<file path="src/rtl/left_normalizer.sv">
// Post-add normalize and round stage of the FP adder.
// It cancels leading zeros one bit per cycle, or takes a single right shift on
// carry-out, and then rounds to nearest-even.
module left_normalizer #(
    parameter int n   = 23,
    parameter int exp = 8
) (
    input  logic           clk,
    input  logic           rst,
    input  logic           in_valid,
    output logic           in_ready,
    input  logic [n+1:0]   in_mant,
    input  logic [exp-1:0] in_exp,
    input  logic           in_sign,
    input  logic           in_r,
    input  logic           in_s,
    output logic           out_valid,
    input  logic           out_ready,
    output logic [n-1:0]   out_mant,
    output logic [exp-1:0] out_exp,
    output logic           out_sign,
    output logic           out_zero,
    output logic           out_overflow,
    output logic [2:0]     fsm_state
);

    // Handshake: a transfer happens on a rising edge where valid && ready;
    // valid never waits on ready, and payload holds while valid && !ready.
    typedef enum logic [2:0] {IDLE, CHECK, SHIFT, ROUND, DONE} state_t;

    localparam logic [exp:0] E_ONE = {{exp{1'b0}}, 1'b1};
    localparam logic [exp:0] E_MAX = {1'b0, {exp{1'b1}}};

    state_t       state;
    logic [n+1:0] m;
    logic         r;
    logic         s;
    logic [exp:0] e;

    logic         inc;
    logic [n+1:0] sum;
    logic [n+1:0] m_rnd;
    logic [exp:0] e_rnd;
    logic         ovf;

    // Round-to-nearest-even, then fix up a round carry or a subnormal
    // that has been promoted to a normal number.
    always_comb begin
        inc   = r & (s | m[0]);
        sum   = m + {{(n+1){1'b0}}, inc};
        m_rnd = sum;
        e_rnd = e;
        if (sum[n+1]) begin
            m_rnd = sum >> 1;
            e_rnd = e + E_ONE;
        end else if (e == '0 && sum[n]) begin
            e_rnd = E_ONE;
        end
        ovf = (e_rnd >= E_MAX);
    end

    assign in_ready  = (state == IDLE) && !rst;
    assign fsm_state = state;

    always_ff @(posedge clk) begin
        if (rst) begin
            state        <= IDLE;
            m            <= '0;
            r            <= 1'b0;
            s            <= 1'b0;
            e            <= '0;
            out_valid    <= 1'b0;
            out_mant     <= '0;
            out_exp      <= '0;
            out_sign     <= 1'b0;
            out_zero     <= 1'b0;
            out_overflow <= 1'b0;
        end else begin
            case (state)
                IDLE: begin
                    if (in_valid) begin
                        m        <= in_mant;
                        r        <= in_r;
                        s        <= in_s;
                        e        <= (in_exp == '0) ? E_ONE : {1'b0, in_exp};
                        out_sign <= in_sign;
                        state    <= CHECK;
                    end
                end
                CHECK: begin
                    if (m == '0 && !r) begin
                        e            <= '0;
                        s            <= 1'b0;
                        out_mant     <= '0;
                        out_exp      <= '0;
                        out_zero     <= 1'b1;
                        out_overflow <= 1'b0;
                        out_valid    <= 1'b1;
                        state        <= DONE;
                    end else if (m[n+1]) begin
                        m     <= m >> 1;
                        r     <= m[0];
                        s     <= s | r;
                        e     <= e + E_ONE;
                        state <= ROUND;
                    end else if (m[n]) begin
                        state <= ROUND;
                    end else begin
                        state <= SHIFT;
                    end
                end
                SHIFT: begin
                    // Exponent floor reached: stop here and leave it subnormal.
                    if (e == E_ONE) begin
                        e     <= '0;
                        state <= ROUND;
                    end else begin
                        m <= {m[n:0], r};
                        r <= 1'b0;
                        e <= e - E_ONE;
                        if (m[n-1]) state <= ROUND;
                    end
                end
                ROUND: begin
                    m         <= m_rnd;
                    e         <= e_rnd;
                    out_valid <= 1'b1;
                    out_zero  <= 1'b0;
                    if (ovf) begin
                        out_exp      <= '1;
                        out_mant     <= '0;
                        out_overflow <= 1'b1;
                    end else begin
                        out_exp      <= e_rnd[exp-1:0];
                        out_mant     <= m_rnd[n-1:0];
                        out_overflow <= 1'b0;
                    end
                    state <= DONE;
                end
                DONE: begin
                    if (out_ready) begin
                        out_valid <= 1'b0;
                        state     <= IDLE;
                    end
                end
                default: state <= IDLE;
            endcase
        end
    end

endmodule

</file>
<file path="config.mk">
export PLATFORM = sky130hd
export DESIGN_NAME = left_normalizer
export DESIGN_NICKNAME = d
export VERILOG_FILES = /design/src/rtl/left_normalizer.sv
export SDC_FILE = /design/constraint.sdc
export NUM_CORES = 1
export LEC_CHECK = 0
export ABC_AREA = 1
export CORE_ASPECT_RATIO = 0.6
export CORE_MARGIN = 8
export CORE_UTILIZATION = 55
export DETAILED_ROUTE_END_ITERATION = 12
export PLACE_DENSITY_LB_ADDON = 0.12
export SLEW_MARGIN = 20
export SYNTH_ARGS = -nofsm -noshare
export SYNTH_HDL_FRONTEND = slang
export SYNTH_SLANG_ARGS = --single-unit
</file>
<file path="constraint.sdc">
create_clock -name clk -period 3.1 [get_ports clk]
set_clock_uncertainty 0.1 [all_clocks]
set_input_delay 0.31 -clock clk [delete_from_list [all_inputs] [get_ports clk]]
set_output_delay 0.31 -clock clk [all_outputs]
set_load 0.02 [all_outputs]
</file>
==> flow_summary_export.csv, run 1 <==
group,metric,value,unit
global_route,grt_use_total,28.1,%
final_layout,final-seq-area,1480,µm²
power,power.internal,0.00303,W
synth,synthAdderAreaFrac,1.23,%
synth,synthSimpleGateAreaFrac,33.9,%
synth,synth_fp_nets,856,
min_path,hold_class,"reg -> reg",
sta,hold_violations,0,
floorplan,initial_utilization,56.1,%
power,ir_drop,0.000691,V
floorplan,die_w,140,µm
critical_path,crit_path_start_kind,"flip-flop",
power,p_comb_share,52.4,%
synth,synth_area_leaders,"dfxtp_1 (29%), nand2_1 (16%), a21oi_1 (9.8%), inv_1 (7.6%), nand3_1 (4.9%)",
final_layout,nNetsFinal,919,
floorplan,row_count,27,
critical_path,worstSetupEndpointType,"flip-flop",
cts,numCtsBuffers,9,
synth,dominantRegCellSynth,"dfxtp_1",
cts,hold_buffers,0,
global_route,grt_max_degree,36,
power,p_clk_share,20.0,%
cts,clock_latency,350,ps
sta,tightest_slew,892,ps
power,p_sw_share,49.8,%
synth,synth_compound_area_share,19.5,%
synth,synthMuxAreaShare,0,%
final_layout,drive_gt1_share,6.48,%
synth,synth_edf_count,0,
routing,wl,18300,µm
floorplan,pin_count,79,
critical_path,timing.critical_path.mode_cell,"nand2_1",
floorplan,fp.dieH,90.5,µm
status,status,"finished, final reports clean",
final_layout,multi_input_area,3040,µm²
sta,fin_crit_sh,93.1,%
synth,synth_area,5090,µm²
critical_path,required,3200,ps
power,p_leak,2.68,nW
cts,cts_tree,"done",
synth,synth.most_common_cell,"nand2_1",
synth,syn-mean-instance-area,6.28,µm²
routing,vias,5795,
synth,synth-async-reset-ratio,0,%
placed_design,place_ws,135,ps
routing,antenna_left,0,
critical_path,critPathMaxStageDelay,410,ps
global_route,grt_pass1_vias,5174,
floorplan,core_area,9090,µm²
sta,rsz0062_at_grt,"false",
synth,yosys-top-cells-count,"nand2_1 (220), inv_1 (103), a21oi_1 (100)",
critical_path,ff2ff_setup_slack,210,ps
sta,setup_viol,0,
synth,ys_ff_latch,74,
critical_path,slowest_stage,"dfxtp_1",
synth,synthXorXnorAreaFrac,4.64,%
synth,synth_warnings,0,
synth,yosysSeqAreaShare,29.1,%
final_layout,n_antenna_cell,0,
routing,viasPerCell,5.82,
placed_design,dp_hpwl,14000,µm
synth,yosys.area.top_type,"dfxtp_1",
global_route,grt_pass1_wl,28400,µm
power,sequentialPowerShare,27.5,%
critical_path,critPathMaxFanout,23,
cts,clkTransAtPathRegs,60,ps
sta,slew_headroom,40.5,%
synth,synth_top_area_share,29.1,%
synth,syn_inst,811,
cts,root_buffer,"clkbuf_16",
synth,synth_cell_type_count,41,
global_route,overflow,0,
cts,cts_htree_levels,3,
critical_path,path_class,"reg -> reg",
final_layout,fill_cells,812,
critical_path,worstPathArrival,2980,ps
sta,finalSetupTns,0,ps
placed_design,gp_congestion,0.995,
cts,ctsLongestPathBuffers,2,
floorplan,fp.dieArea,12700,µm²
sta,fmax,347,MHz
routing,post_drt_wl_per_cell,18.4,µm
final_layout,syn2layout_area_growth,23.6,%
synth,synth_top_family_by_area,"simple AND/OR/NAND/NOR gates",
sta,worst_slack,214,ps
job,maxCapViolCount,0,
sta,min_period,2890,ps
sta,slew_viol_final,0,
routing,dr.pass1.iters,8,
routing,dr.first_iter.drc_count,909,
power,powerDensity,957,nW/µm²
global_route,antenna_found_initial,0,
routing,drc,0,
power,p_sw,0.00300,W
placed_design,port_buffers,78,
critical_path,path_cells,"nand2_1 -> inv_2 -> ha_1 -> nand2_1 -> inv_2 -> nand2_2 -> nor2_4 -> nand2_2 -> nand2_4 -> nand2_4 -> buf_4 -> nand2_1 -> nand2_1 -> nor2_2 -> nand3_2 -> nand3b_1 -> a21oi_1",
cts,cts_sinks,74,
-- path summary, 6_finish.rpt --
check                                   from            to  cells past startpoint
worst max-delay path                    m[0]   out_mant[3]                     17
worst min-delay path            out_mant[17]  out_mant[17]                      2
worst max register to register          m[0]   out_mant[3]                     17
worst min register to register  out_mant[17]  out_mant[17]                      2
-- final cells by class --
type                            count  share of cell area [%]
Clock buffer                       12                    4.23
Clock inverter                      4                    1.15
Inverter                          107                    6.42
Multi-Input combinational cell    591                    48.3
Sequential cell                    74                    23.6
Tap cell                          116                    2.31
Timing Repair Buffer               91                    14.1
-- cells in the final DEF (no fill, tap or decap), types with 2 or more instances in the layout --
master / n
dfxtp_1: 73
o21ai_0: 37
clkbuf_8: 3
xnor2_1: 2
clkbuf_16: 9
xor2_1: 25
nand2_1: 220
nand2_4: 3
nand2_2: 5
nand4_1: 14
o211ai_1: 11
ha_1: 5
nand3b_1: 23
o221ai_1: 8
a31oi_1: 2
bufinv_16: 2
buf_4: 12
a21oi_1: 100
nand3_1: 50
inv_2: 2
nor2_2: 6
nor4_1: 2
nand3_2: 3
o2111ai_1: 4
clkdlybuf4s50_1: 77
o22ai_1: 2
inv_1: 103
nor2_4: 2
o21ai_1: 4
nor2_1: 39
o21a_1: 3
nor3_1: 13
-- stage by stage --
step	instance area [µm²]	std cells	power, W	hold slack, ps	util (%)
2_1_floorplan	5090	811	0.00366	368	-
3_3_place_gp	5930	978	0.00458	349	65.3
3_5_place_dp	5930	978	0.00464	355	65.3
4_1_cts	6270	994	0.00586	364	69.0
5_1_grt	6290	995	0.00638	380	69.3
6_report	6290	995	0.00603	361	69.3
-- logic make-up (layout without fill, tap and decap cells) --
| kind of cell | Yosys count | count (layout) |
|---|---|---|
| and+or+nand+nor | 382 | 383 |
| AOI/OAI and AO/OA | 176 | 176 |
| buffers and inverters | 147 | 214 |
| xor gates and xnor gates | 27 | 27 |
| DFF | 74 | 74 |
| adders and majority gates | 5 | 5 |
-- worst max-delay path: cells and delay by family (launching register included) --
kind | cells | cell delay, ps
flops | 1 | 410
buf+inv | 3 | 410
fa+ha+maj | 1 | 190
compound gates | 1 | 70
simple gates | 12 | 1560
-- registers in the layout (all words and copies together), names as in the netlist, 3 cells and up --
name / cells
e: 9
out_mant: 23
out_exp: 8
fsm_state: 3
m: 25
-- metal layers --
| metal | track usage [%] | share of wire [%] | routed length, µm | vias up |
|---|---|---|---|---|
| li1 | - | - | - | 2788 |
| met1 | 39.7 | 45 | 8290 | 2578 |
| met2 | 34.9 | 36 | 6600 | 401 |
| met3 | 16.0 | 17 | 3190 | 28 |
| met4 | 6.20 | 0.97 | 178 | 0 |
| met5 | 0 | 0 | 0 | - |
-- what timing repair did --
action | in CTS | in global routing
resized for setup | 0 | 6
buffers inserted | 0 | 0
setup endpoints to repair | 0 | 29
-- power by group through the flow --
| stage | Sequential [W] | Combinational, W | Clock [W] |
|---|---|---|---|
| 6_report | 0.00166 | 0.00316 | 0.00121 |
| 4_1_cts | 0.00163 | 0.00303 | 0.00121 |
| 3_5_place_dp | 0.00164 | 0.00300 | 0 |
| 3_3_place_gp | 0.00163 | 0.00294 | 0 |
| 5_1_grt | 0.00169 | 0.00345 | 0.00124 |
| 2_1_floorplan | 0.00153 | 0.00214 | 0 |
Note: power is estimated with default switching activity, not from simulation.
==> inputs of run 2 (changes only) <==
- PLACE_DENSITY: unset -> 0.87
- PLACE_DENSITY_LB_ADDON: 0.12 -> unset
==> flow_summary_export.csv, run 2 (synthesis gave the netlist of run 1 again) <==
group,metric,value,unit
floorplan,core_area,9090,µm²
sta,slew_headroom,33.2,%
cts,cts_sinks,74,
floorplan,row_count,27,
final_layout,final_common_cell,"nand2_1",
critical_path,path_class,"reg -> reg",
routing,viasPerCell,5.76,
power,p_leak,2.67,nW
cts,cts_htree_levels,3,
cts,root_buffer,"clkbuf_16",
sta,hold_ws,255,ps
critical_path,worstSetupEndpointType,"flip-flop",
cts,cts_resized,0,
final_layout,nNetsFinal,920,
final_layout,layout_common_cells,"nand2_1 (220), inv_1 (103), a21oi_1 (100)",
global_route,grt_pass1_wl,27600,µm
placed_design,placed_cells,979,
sta,min_period,2830,ps
final_layout,drive_gt1_share,6.25,%
sta,fin_crit_sh,91.3,%
critical_path,critPathMaxStageDelay,420,ps
final_layout,largest_reg_flops,25,
sta,rsz0062_at_grt,"false",
global_route,overflow,0,
critical_path,required,3260,ps
routing,drc,0,
sta,finalSetupTns,0,ps
final_layout,n_antenna_cell,0,
cts,postCtsSetupBuffers,0,
final_layout,top_register,"m",
global_route,grt_max_degree,55,
critical_path,critPathMaxFanout,16,
critical_path,worstPathArrival,2990,ps
final_layout,layout.cells.non_filler,996,
critical_path,ff2ff_setup_slack,270,ps
placed_design,dp_hpwl,13200,µm
global_route,grt_pass1_vias,5016,
floorplan,fp.dieArea,12700,µm²
placed_design,gp_congestion,0.963,
critical_path,crit_path_start_kind,"flip-flop",
sta,slew_viol_final,0,
power,ir_drop,0.000571,V
cts,clock_latency,340,ps
cts,cts_tree,"done",
global_route,grt_use_total,27.2,%
placed_design,dpl_cell_area,5940,µm²
min_path,hold_class,"in -> reg",
power,powerDensity,925,nW/µm²
cts,clkTransAtPathRegs,60,ps
cts,ctsLongestPathBuffers,2,
status,status,"finished, final reports clean",
routing,post_drt_wl_per_cell,17.4,µm
floorplan,initial_utilization,56.1,%
routing,dr.first_iter.drc_count,820,
final_layout,stdcell_area,6270,µm²
cts,numCtsBuffers,9,
cts,hold_buffers,0,
global_route,antenna_found_initial,0,
placed_design,port_buffers,78,
routing,antenna_left,0,
floorplan,pin_count,79,
sta,fmax,353,MHz
floorplan,fp.dieH,90.5,µm
routing,wl,17300,µm
critical_path,path_cells,"nand2_1 -> inv_2 -> ha_1 -> nand2_1 -> inv_2 -> nand2_2 -> nor2_4 -> nand3_2 -> nand2_8 -> inv_2 -> nand2_1 -> nand2_2 -> nor2_2 -> nand3_4 -> nand2_2 -> nand2_4 -> a21oi_1",
sta,tightest_slew,1000,ps
job,maxCapViolCount,0,
sta,hold_violations,0,
final_layout,top_regs,"m: 25 flops, out_mant: 23 flops, e: 9 flops",
sta,setup_viol,0,
power,p_total,0.00580,W
routing,dr.pass1.iters,6,
routing,vias,5737,
floorplan,die_w,140,µm
critical_path,slowest_stage,"dfxtp_1",
final_layout,syn2layout_area_growth,23.1,%
## run 2: layout make-up
type	count	area [µm²]
multi-input cells	591	3050
fillers	811	2820
flip-flops and latches	74	1480
repair buffers	92	893
inverters	107	402
clock buffers	11	243
well taps	116	145
clock inverters	5	53.8
## run 2: final timing paths
path / start / end / cells past startpoint
setup / recovery: r / out_exp[7] / 17
hold / removal: rst / out_sign / 2
setup reg to reg: r / out_exp[7] / 17
hold reg to reg: out_mant[14] / out_mant[14] / 2
## run 2: worst max-delay path: cells and delay by family (launching register included)
family | cells | cell delay [ps]
flops | 1 | 420
fa+ha+maj | 1 | 170
compound gates | 1 | 150
simple gates | 12 | 1650
buf+inv | 3 | 240
## run 2: where the power goes
| part | internal (W) | switching, W |
|---|---|---|
| combinational | 0.00103 | 0.00207 |
| sequential | 0.00123 | 0.000426 |
| clock | 0.000642 | 0.000399 |
| total | 0.00290 | 0.00290 |
## run 2: metal layers
metal | vias to the layer above | GRT usage, % | routed length, µm
li1 | 2790 | - | -
met1 | 2533 | 41.9 | 8290
met2 | 401 | 32.1 | 6050
met3 | 13 | 12.1 | 2830
met4 | 0 | 5.30 | 119
met5 | - | 0 | 0
## run 2: per-stage QoR
stage / utilization [%] / worst slack (ps)
2_1_floorplan: - / 841
3_3_place_gp: 65.4 / 482
3_5_place_dp: 65.4 / 376
4_1_cts: 68.6 / 344
5_1_grt: 69.0 / 6.52
6_report: 69.0 / 271
